[config.mk]
export PLATFORM = sky130hd
export DESIGN_NAME = lfsr_burst_ctrl
export DESIGN_NICKNAME = d
export VERILOG_FILES = /design/src/rtl/lfsr_pkg.sv /design/src/rtl/lfsr_core.sv /design/src/rtl/lfsr_burst_ctrl.sv
export SDC_FILE = /design/constraint.sdc
export NUM_CORES = 1
export LEC_CHECK = 0
export CAP_MARGIN = 20
export CORE_MARGIN = 3
export CORE_UTILIZATION = 25
export DETAILED_ROUTE_END_ITERATION = 10
export SYNTH_ARGS = -nofsm -noshare
export SYNTH_HDL_FRONTEND = slang
export SYNTH_SLANG_ARGS = --single-unit
[constraint.sdc]
create_clock -name clk -period 1.9 [get_ports clk]
set_input_delay 0.475 -clock clk [delete_from_list [all_inputs] [get_ports clk]]
set_output_delay 0.475 -clock clk [all_outputs]
set_load 0.02 [all_outputs]
[src/rtl/lfsr_pkg.sv]
// Shared definitions for the LFSR burst controller: command opcodes, FSM encoding
// and the one-step LFSR advance used by both the core and the output byte path.
package lfsr_pkg;

  localparam int LFSR_W_DEFAULT = 10;

  localparam logic [1:0] OP_SEED_LO   = 2'd0;
  localparam logic [1:0] OP_SEED_HI   = 2'd1;
  localparam logic [1:0] OP_SET_COUNT = 2'd2;
  localparam logic [1:0] OP_START     = 2'd3;

  typedef enum logic [1:0] {
    S_IDLE = 2'd0,
    S_STEP = 2'd1,
    S_WAIT = 2'd2
  } fsm_state_e;

  // Fibonacci step on a right-aligned register of up to 16 bits; msb is W-1.
  // Callers truncate the result to their own width, so bits above msb are don't-care.
  function automatic logic [15:0] lfsr_advance(input logic [15:0] s,
                                               input logic [3:0]  msb);
    logic fb;
    fb = s[msb] ^ s[msb - 4'd1];
    return (s << 1) | {15'd0, fb};
  endfunction

endpackage

[src/rtl/lfsr_core.sv]
// LFSR state register: load has priority over step, otherwise the state holds.
module lfsr_core
  import lfsr_pkg::*;
#(
  parameter int W = LFSR_W_DEFAULT
) (
  input  logic         clk,
  input  logic         rst_n,
  input  logic         load,
  input  logic [W-1:0] load_val,
  input  logic         step,
  output logic [W-1:0] state
);

  always_ff @(posedge clk) begin
    if (!rst_n) begin
      state <= W'(1);
    end else if (load) begin
      state <= load_val;
    end else if (step) begin
      state <= W'(lfsr_advance(16'(state), 4'(W - 1)));
    end
  end

endmodule

[src/rtl/lfsr_burst_ctrl.sv]
// Burst sequencer around lfsr_core: byte-wide command port in IDLE, one LFSR step
// per delivered output byte under valid/ready, sticky flag for an all-zero seed.
//
//   state  | meaning
//   -------+---------------------------------------------------------------
//   S_IDLE | accepting commands, cmd_ready = 1, no burst in progress
//   S_STEP | one cycle: advance LFSR, register output byte, decrement count
//   S_WAIT | out_valid held until out_ready; then next step or back to idle
module lfsr_burst_ctrl
  import lfsr_pkg::*;
#(
  parameter int W     = LFSR_W_DEFAULT,
  parameter int CNT_W = 8
) (
  input  logic       clk,
  input  logic       rst_n,
  input  logic       cmd_valid,
  input  logic [1:0] cmd_op,
  input  logic [7:0] cmd_data,
  output logic       cmd_ready,
  output logic       out_valid,
  output logic [7:0] out_data,
  input  logic       out_ready,
  output logic       busy,
  output logic       lockup
);

  fsm_state_e fsm_q, fsm_d;

  logic [W-1:0]     seed_q;
  logic [CNT_W-1:0] count_q;
  logic [CNT_W-1:0] remaining_q;
  logic [W-1:0]     lfsr_state;
  logic [W-1:0]     load_val;
  logic             cmd_fire;
  logic             start_fire;
  logic             lfsr_load;
  logic             lfsr_step;

  assign cmd_ready  = (fsm_q == S_IDLE);
  assign busy       = (fsm_q != S_IDLE);
  assign cmd_fire   = cmd_valid && cmd_ready;
  assign start_fire = cmd_fire && (cmd_op == OP_START);

  // An all-zero seed would lock the LFSR forever, so substitute 1.
  assign lfsr_load  = start_fire && cmd_data[0];
  assign load_val   = (seed_q == '0) ? W'(1) : seed_q;
  assign lfsr_step  = (fsm_q == S_STEP);

  lfsr_core #(.W(W)) u_core (
    .clk      (clk),
    .rst_n    (rst_n),
    .load     (lfsr_load),
    .load_val (load_val),
    .step     (lfsr_step),
    .state    (lfsr_state)
  );

  always_ff @(posedge clk) begin
    if (!rst_n) begin
      fsm_q <= S_IDLE;
    end else begin
      fsm_q <= fsm_d;
    end
  end

  always_comb begin
    fsm_d = fsm_q;
    case (fsm_q)
      S_IDLE:  if (start_fire) fsm_d = S_STEP;
      S_STEP:  fsm_d = S_WAIT;
      S_WAIT: begin
        if (out_ready) begin
          fsm_d = (remaining_q == '0) ? S_IDLE : S_STEP;
        end
      end
      default: fsm_d = S_IDLE;
    endcase
  end

  always_ff @(posedge clk) begin
    if (!rst_n) begin
      seed_q      <= W'(1);
      count_q     <= CNT_W'(1);
      remaining_q <= '0;
      lockup      <= 1'b0;
    end else if (cmd_fire) begin
      case (cmd_op)
        OP_SEED_LO:   seed_q[7:0]   <= cmd_data;
        OP_SEED_HI:   seed_q[W-1:8] <= cmd_data[W-9:0];
        OP_SET_COUNT: count_q       <= CNT_W'(cmd_data);
        default: begin
          remaining_q <= count_q;
          if (cmd_data[0]) begin
            lockup <= (seed_q == '0);
          end
        end
      endcase
    end else if (lfsr_step) begin
      // Wraps 0 -> all-ones, so a count of 0 yields 2^CNT_W bytes.
      remaining_q <= remaining_q - CNT_W'(1);
    end
  end

  always_ff @(posedge clk) begin
    if (!rst_n) begin
      out_valid <= 1'b0;
      out_data  <= 8'd0;
    end else if (lfsr_step) begin
      out_valid <= 1'b1;
      out_data  <= 8'(lfsr_advance(16'(lfsr_state), 4'(W - 1)));
    end else if (fsm_q == S_WAIT && out_ready) begin
      out_valid <= 1'b0;
    end
  end

endmodule

==> flow_metrics.env, run 1 <==
export IMPL_drt_initial_drc_count=107
export IMPL_fp_row_count=32
export IMPL_crit_path_max_fanout=8
export IMPL_cap_violations=0
export IMPL_tightest_slew_ps=507
export IMPL_postSynthAreaPerCell_um2=8.75
export IMPL_synth_seq_area_share_pct=46.9
export IMPL_grt_pass1_vias=1675
export IMPL_p_leak_nw=1.01
export IMPL_synth_top_flop_cell="dfxtp_1"
export IMPL_vias=1798
export IMPL_clk_latency_ps=300
export IMPL_crit_family="simple AND/OR/NAND/NOR gates"
export IMPL_cts_clk_slew_worst_paths_ps=100
export IMPL_r2r_start="remaining_q[0]$_SDFFE_PN0P_"
export IMPL_grt_pass1_wl_um=8310
export IMPL_final_cell_mix="dfxtp_1 (48), nor2_1 (31), nand2_1 (31), clkdlybuf4s50_1 (23)"
export IMPL_reg2reg_depth=6
export IMPL_clkSinkCount=48
export IMPL_startpoint_type="input pin"
export IMPL_worst_ep_required_time_ps=2090
export IMPL_synth_warnings=0
export IMPL_h_tree_depth=2
export IMPL_hold_viol=0
export IMPL_hold_buffers=0
export IMPL_cts_buffers=5
export IMPL_final_setup_viol_count=0
export IMPL_drt_wl_total_um=5080
export IMPL_layout_nets=286
export IMPL_cts_max_path_buffers=2
export IMPL_synth_edf_count=0
export IMPL_crit_path_cell_trace="clkdlybuf4s50_1 -> or3b_4 -> nor3_4 -> buf_12 -> mux2i_1 -> nor2_1"
export IMPL_crit_type="in2reg"
export IMPL_dr_pass1_iters=4
export IMPL_drive_gt1_share_pct=14.3
export IMPL_synth_nets=249
export IMPL_fin_crit_sh_pct=95.0
export IMPL_cts_tree="yes"
export IMPL_antenna_found_initial=0
export IMPL_critPathBufInv=2
export IMPL_io_pins=26
export IMPL_start_util_pct=26.1
export IMPL_globalRouteOverflowTotal=0
export IMPL_total_power_mw=2.14
export IMPL_core_um2=7850
export IMPL_slew_viol_final=0
export IMPL_r2r_end="remaining_q[6]$_SDFFE_PN0P_"
export IMPL_cpPeakStageDelay_ps=510
export IMPL_p_per_area_nw_per_um2=809
export IMPL_postSynth_asyncResetShare_pct=0
export IMPL_cts_root_buf="clkbuf_8"
export IMPL_layout_commonest_cell="dfxtp_1"
export IMPL_port_buffers=25
export IMPL_die_w_um=96.5
export IMPL_wire_per_inst_um=13.6
export IMPL_drtAntennaViolNets=0
export IMPL_rsz0062_at_grt="false"
export IMPL_slew_headroom_pct=66.2
export IMPL_outcome="complete, no violations"
export IMPL_arrival_ps=2000
export IMPL_critPathSlowestCell="clkdlybuf4s50_1"
export IMPL_fin_skew_ps=6.17
export IMPL_yosysUniqueCellTypes=43
export IMPL_drc=0
export IMPL_min_to="out_data[1]$_SDFFE_PN0P_"
export IMPL_vdd_drop_max_uv=283
export IMPL_track_usage_pct=11.4
export IMPL_end_kind="flop"
export IMPL_die_y_um=96.5
export IMPL_postSynthCellCount=234
export IMPL_hold_start="out_data[1]$_SDFFE_PN0P_"
export IMPL_routabilityCongestion=0.848
export IMPL_dp_cells=365
export IMPL_dieArea_um2=9320
export IMPL_synthToLayoutAreaGrowth_pct=29.2
export IMPL_vias_per_cell=4.81
export IMPL_hold_class="reg2reg"
export IMPL_grt_max_degree=43
export IMPL_n_antenna_cell=0
export IMPL_finalCriticalPeriod_ps=1810
export IMPL_min_path_cells=2
export IMPL_stdcell_count=374
export IMPL_syn_cell_area_um2=2050
export IMPL_synth_seq_cells=48
export IMPL_max_freq_ghz=0.554
export IMPL_dp_hpwl_um=3600
export IMPL_rrSetupSlack_ps=100
-- stage by stage --
stage                     hold WS, ps  cell area, µm²  utilization [%]  TNS, ps  setup WS [ps]
after floorplan                   444            2050                -        0            233
after global placement            450            2520             32.1    -2580           -211
after detailed placement          449            2520             32.1    -3370           -223
after CTS                         464            2630             33.6        0           70.1
after global routing              490            2650             33.7        0           5.18
final                             460            2650             33.7        0           94.5
-- report_power, final --
group | switching, mW | internal [mW]
Clock | 0.368 | 0.397
Sequential | 0.0303 | 1.04
Combinational | 0.157 | 0.149
Total | 0.555 | 1.59
-- worst max path at each step --
stage | from | endpoint | cells after the start
2_1_floorplan | remaining_q[0]$_SDFFE_PN0P_ | remaining_q[6]$_SDFFE_PN0P_ | 6
3_3_place_gp | cmd_valid | seed_q[0]$_SDFFE_PN1P_ | 6
3_5_place_dp | cmd_valid | seed_q[6]$_SDFFE_PN0P_ | 6
4_1_cts | remaining_q[0]$_SDFFE_PN0P_ | remaining_q[6]$_SDFFE_PN0P_ | 6
5_1_grt | cmd_valid | seed_q[0]$_SDFFE_PN1P_ | 6
6_report | cmd_valid | seed_q[6]$_SDFFE_PN0P_ | 6
-- kinds of logic after synthesis --
kind of cell	Yosys count	share of synthesized area, %
buffers and inverters	22	4.83
xor gates and xnor gates	1	0.428
and+or+nand+nor	96	22.5
adders and majority gates	1	0.611
muxes	19	9.35
AOI/OAI and AO/OA	47	15.4
DFF	48	46.9
-- state kept, by name, indices dropped and copies added, names as in the netlist --
name	count
remaining_q	8
lockup	1
out_valid	1
fsm_q	2
count_q	8
seed_q	10
u_core.state	10
out_data	8
-- layout make-up --
cell class	count	area, µm²
sequential	48	961
clock buffer	5	68.8
inverter	7	26.3
tap	102	128
timing repair buffer	45	423
clock inverter	3	46.3
multi-input combinational	164	993
fill	845	5200
-- synthesized netlist by cell type, drive strengths merged (4+ instances only) --
library cell / n / share of area [%]
a21oi: 18 / 4.4
nor4: 4 / 1.2
inv: 6 / 1.1
a222oi: 5 / 2.4
dfxtp: 48 / 47
o21ai: 7 / 1.7
clkbuf: 9 / 1.6
nor2: 32 / 6.0
nand2: 31 / 5.7
nor3: 7 / 2.3
buf: 6 / 1.9
nand3: 4 / 0.98
mux2i: 18 / 8.8
-- timing repair --
action                     4_1_cts  5_1_grt
gates resized for setup          2        1
setup endpoints to repair        2        2
buffers inserted                 0        1
hold endpoints to repair         0        0
-- metal layers --
| metal | global-route usage, % | up-vias | routed length (µm) |
|---|---|---|---|
| met5 | 0 | - | 0 |
| met4 | 2.92 | 0 | 44 |
| met3 | 3.80 | 8 | 328 |
| met2 | 17.0 | 61 | 2260 |
| met1 | 15.9 | 826 | 2440 |
| li1 | - | 903 | - |
-- worst min-delay path, delay by kind of cell (launching register included) --
kind / cells / cell delay [ps]
flops: 1 / 320
simple gates: 1 / 50
compound gates: 1 / 50
No activity file was read; power rests on OpenSTA's default activity.
==> run 2, diff against run 1 <==
--- a/config.mk
+++ b/config.mk
@@ -9,6 +9,7 @@
 export CORE_MARGIN = 3
 export CORE_UTILIZATION = 25
 export DETAILED_ROUTE_END_ITERATION = 10
+export REMOVE_ABC_BUFFERS = 1
 export SYNTH_ARGS = -nofsm -noshare
 export SYNTH_HDL_FRONTEND = slang
 export SYNTH_SLANG_ARGS = --single-unit
==> run 2 against run 1 <==
Cell count unchanged; maximum frequency rose by 0.65%; via count is 1.9% lower; final area unchanged; combinational power shrank 1%; clock-buffer cell count is the same; sequential cell count unchanged; utilization unchanged; first-iteration DRC count down 5.6%; wire length shrank 4.7%; register-to-register slack gained 50 ps; critical endpoint is now cmd_ready.
==> flow_metrics.env, run 2 (synthesis results as in run 1) <==
export IMPL_dieArea_um2=9320
export IMPL_start_util_pct=26.1
export IMPL_startpoint_type="flop"
export IMPL_rrSetupSlack_ps=150
export IMPL_die_w_um=96.5
export IMPL_die_y_um=96.5
export IMPL_drtAntennaViolNets=0
export IMPL_power_frac_seq_pct=50.3
export IMPL_fp_row_count=32
export IMPL_r2r_start="remaining_q[0]$_SDFFE_PN0P_"
export IMPL_cts_buffers=5
export IMPL_io_pins=26
export IMPL_vdd_drop_max_uv=301
export IMPL_arrival_ps=1320
export IMPL_critPathSlowestCell="or2_2"
export IMPL_critPathBufInv=2
export IMPL_port_buffers=25
export IMPL_grt_pass1_vias=1737
export IMPL_wire_per_inst_um=12.9
export IMPL_n_antenna_cell=0
export IMPL_track_usage_pct=11.3
export IMPL_tightest_slew_ps=536
export IMPL_vias_per_cell=4.71
export IMPL_hold_viol=0
export IMPL_switchingPower_mw=0.540
export IMPL_cts_max_path_buffers=2
export IMPL_p_per_area_nw_per_um2=803
export IMPL_final_setup_viol_count=0
export IMPL_grt_max_degree=43
export IMPL_vias=1763
export IMPL_core_um2=7850
export IMPL_placed_area_um2=2530
export IMPL_hold_class="reg2reg"
export IMPL_layout_commonest_cell="dfxtp_1"
export IMPL_cts_tree="yes"
export IMPL_dr_pass1_iters=4
export IMPL_total_power_mw=2.13
export IMPL_layout_nets=286
export IMPL_drt_initial_drc_count=101
export IMPL_clk_latency_ps=300
export IMPL_drt_wl_total_um=4840
export IMPL_routabilityCongestion=0.817
export IMPL_drc=0
export IMPL_power_frac_clock_pct=35.6
export IMPL_cpPeakStageDelay_ps=330
export IMPL_clkSinkCount=48
export IMPL_slew_headroom_pct=64.3
export IMPL_globalRouteOverflowTotal=0
export IMPL_finalCriticalPeriod_ps=1790
export IMPL_design_area_um2=2650
export IMPL_crit_family="buffers and inverters"
export IMPL_crit_path_cell_trace="or2_2 -> inv_1 -> dlygate4sd2_1"
export IMPL_rsz0062_at_grt="false"
export IMPL_fillers=841
export IMPL_final_cell_mix="dfxtp_1 (48), nor2_1 (31), nand2_1 (31), clkdlybuf4s50_1 (23)"
export IMPL_grt_pass1_wl_um=8180
export IMPL_cts_root_buf="clkbuf_8"
export IMPL_max_freq_ghz=0.557
export IMPL_reg_top3="seed_q: 10 flops, u_core.state: 10 flops"
export IMPL_drive_gt1_share_pct=14.3
export IMPL_fin_skew_ps=9.59
export IMPL_h_tree_depth=2
export IMPL_p_leak_nw=1.01
export IMPL_crit_path_max_fanout=4
export IMPL_pwr_share_comb_pct=14.1
export IMPL_worst_ep_required_time_ps=1420
export IMPL_worstSetupStartpoint="fsm_q[0]$_SDFFE_PN0P_"
export IMPL_synthToLayoutAreaGrowth_pct=29.2
export IMPL_power_share_switching_pct=25.4
export IMPL_antenna_found_initial=0
export IMPL_hold_start="out_data[2]$_SDFFE_PN0P_"
export IMPL_slew_viol_final=0
export IMPL_fin_crit_sh_pct=94.4
export IMPL_cap_violations=0
export IMPL_end_kind="primary output"
export IMPL_crit_type="reg2out"
export IMPL_dp_hpwl_um=3490
export IMPL_p_int_mw=1.59
export IMPL_cts_clk_slew_worst_paths_ps=90
export IMPL_outcome="complete, no violations"
[run 2: path summary, 6_finish.rpt]
path              cells after the start                          end
hold / removal                        2     out_data[2]$_SDFFE_PN0P_
setup reg to reg                      6  remaining_q[6]$_SDFFE_PN0P_
setup / recovery                      3                    cmd_ready
hold reg to reg                       2     out_data[2]$_SDFFE_PN0P_
[run 2: layer usage]
layer | track usage [%] | part of all wire (%) | up-vias
met3 | 2.94 | 4.7 | 2
met5 | 0 | 0 | -
met4 | 4.21 | 1.1 | 0
li1 | - | - | 902
met2 | 18.3 | 44 | 28
met1 | 14.4 | 50 | 831
[run 2: metrics by stage]
step | instances | worst slack, ps | hold slack [ps] | utilization, % | TNS [ps]
5_1_grt | 374 | 17.5 | 483 | 33.7 | 0
3_3_place_gp | 366 | -193 | 446 | 32.2 | -2540
3_5_place_dp | 366 | -203 | 445 | 32.2 | -3120
4_1_cts | 374 | 75.6 | 463 | 33.7 | 0
6_report | 374 | 106 | 459 | 33.7 | 0
2_1_floorplan | 219 | -307 | 444 | - | -2440
[run 2: power by group through the flow]
| stage | registers (mW) | logic (mW) | clock network, mW |
|---|---|---|---|
| after floorplan | 1.09 | 0.162 | 0 |
| after global placement | 1.09 | 0.297 | 0 |
| after detailed placement | 1.09 | 0.301 | 0 |
| after CTS | 1.07 | 0.301 | 0.778 |
| after global routing | 1.07 | 0.335 | 0.815 |
| final | 1.07 | 0.301 | 0.756 |
[run 2: area by class of cell]
| type | count | area [µm²] | area share [%] |
|---|---|---|---|
| Tap cell | 102 | 128 | 4.82 |
| Inverter | 7 | 26.3 | 0.993 |
| Clock buffer | 5 | 68.8 | 2.60 |
| Timing Repair Buffer | 45 | 423 | 16.0 |
| Clock inverter | 3 | 46.3 | 1.75 |
| Sequential cell | 48 | 961 | 36.3 |
| Multi-Input combinational cell | 164 | 993 | 37.5 |
[run 2: repair_timing]
action,in CTS,in global routing
gates resized for setup,2,1
endpoints found under the setup margin,2,1
setup buffers,0,0
hold buffers,0,0
[run 2: tightest hold or removal path, cell delays in order (launching register included)]
cell and delay (ps):
dfxtp_1 320, nand2_1 50, a21oi_1 50
==> RTL change: new RTL, settings of run 1 <==
Change the package constant `LFSR_W_DEFAULT` from 10 to 12.
--- a/src/rtl/lfsr_pkg.sv
+++ b/src/rtl/lfsr_pkg.sv
@@ -2,7 +2,7 @@
 // and the one-step LFSR advance used by both the core and the output byte path.
 package lfsr_pkg;
 
-  localparam int LFSR_W_DEFAULT = 10;
+  localparam int LFSR_W_DEFAULT = 12;
 
   localparam logic [1:0] OP_SEED_LO   = 2'd0;
   localparam logic [1:0] OP_SEED_HI   = 2'd1;
Check against the original RTL: not equivalent (Yosys sat finds a counterexample within 4 cycles, from zero or initial values and one cycle with rst_n low).
==> RTL change against run 1 <==
Count of clock-buffer cells in the layout increased by 3. Critical endpoint is now out_valid. Design area increased by 9.9%. Clock skew about the same. Worst setup slack improved by 0.054 ns. Power fell by 1.1%. Routed wire length is 4.9% higher. Area after synthesis rose by 11%. Critical path depth down 5. First-iteration DRC count up 0.93%. Largest cell class unchanged. Sequential cell count grew 4.
==> RTL change: results (changes against run 1) <==
Unique masters post-synth 38 (-12%); Post-Syn Nets 263 (+5.6%); cell types with the highest counts after synthesis 52 x sky130_fd_sc_hd__dfxtp_1, 37 x sky130_fd_sc_hd__nand2_1, 22 x sky130_fd_sc_hd__nor2b_1; destination of the worst register-to-register timing path seed_q[3]$_SDFFE_PN0P_; post-synthesis sequential area ratio 0.457 (-0.0125); largest net degree at the start of global routing 21 (-51%); result of the run finished clean; relative slew slack 0.583 (-0.0792); fillers 904 (+7.0%); RD Place Congestion 0.780 (-8.1%); Detailed Routing Iterations Pass 1 6 (+2); via count of the first global-routing pass 1,827 (+9.1%); end of the critical path out_valid; start point of the critical path out_valid$_SDFFE_PN0P_; post-detailed-routing wire length 5330 µm (+4.9%); wire length of the first global-routing pass 8980 µm (+8.0%); Vias 1,904 (+5.9%); largest cells by area after synthesis sky130_fd_sc_hd__dfxtp_1 46%, sky130_fd_sc_hd__mux2i_1 8.8%, sky130_fd_sc_hd__nand2_1 6.1%; maximum achievable frequency 0.571 GHz (+3.1%); largest registers seed_q: 12 flops, u_core.state: 12 flops; Worst Clk Skew 0.00655 ns (+0.000385 ns); fraction of layout instances using a drive strength above 1 0.124 (-0.0197); Detail Placement HPWL 4020 µm (+12%); critical path fanouts, max 3 (-5); FF-to-FF Start fsm_q[0]$_SDFFE_PN0P_; Worst path top cell family by delay buffers and inverters; Global Route Usage Sum 0.110 (-0.00479)
RTL change: logic make-up (layout without fill, tap and decap cells):
| kind of cell | after synthesis | after routing | synth area share |
|---|---|---|---|
| buffers and inverters | 18 | 61 | 0.0346 |
| adders and majority gates | 1 | 1 | 0.00549 |
| DFF | 52 | 52 | 0.457 |
| and+or+nand+nor | 108 | 108 | 0.252 |
| xor gates and xnor gates | 1 | 1 | 0.00384 |
| muxes | 20 | 20 | 0.0878 |
| AOI/OAI and AO/OA | 48 | 48 | 0.159 |
RTL change: repair_timing:
action,4_1_cts,5_1_grt
gates resized for setup,2,1
setup buffers,0,0
endpoints found under the hold margin,0,0
setup endpoints to repair,2,1
pin swaps,0,0
RTL change: worst min path at each step:
stage,start,to,slack [ns],cells after the start
floorplan,count_q[0]$_SDFFE_PN1P_,count_q[0]$_SDFFE_PN1P_,0.44,2
global placement,out_data[3]$_SDFFE_PN0P_,out_data[3]$_SDFFE_PN0P_,0.45,2
detailed placement,out_data[2]$_SDFFE_PN0P_,out_data[2]$_SDFFE_PN0P_,0.46,2
CTS,out_data[2]$_SDFFE_PN0P_,out_data[2]$_SDFFE_PN0P_,0.47,2
global route,out_data[2]$_SDFFE_PN0P_,out_data[2]$_SDFFE_PN0P_,0.50,2
finish,out_data[2]$_SDFFE_PN0P_,out_data[2]$_SDFFE_PN0P_,0.47,2
RTL change: metal layers:
layer / routed length, µm / up-vias / global-route usage
met5: 0 / - / 0
met4: 49 / 0 / 0.0317
met3: 190 / 7 / 0.0227
met2: 2470 / 32 / 0.173
met1: 2620 / 895 / 0.151
li1: - / 970 / -
RTL change: final cells by class:
class	instances	area [µm²]	share of cell area
timing repair buffer	49	468	0.161
tap	108	135	0.0465
clock buffer	8	90.1	0.0310
sequential	52	1040	0.358
multi-input combinational	178	1160	0.399
inverter	4	15.0	0.00516
RTL change: power breakdown:
group | switching (mW) | internal, mW
Sequential | 0.0319 | 1.13
Clock | 0.346 | 0.298
Combinational | 0.151 | 0.165
Total | 0.530 | 1.59
RTL change: metrics by stage:
stage	instance area, µm²	instances
6_report	2910	399
5_1_grt	2910	399
4_1_cts	2910	399
3_5_place_dp	2820	391
3_3_place_gp	2820	391
2_1_floorplan	2280	248
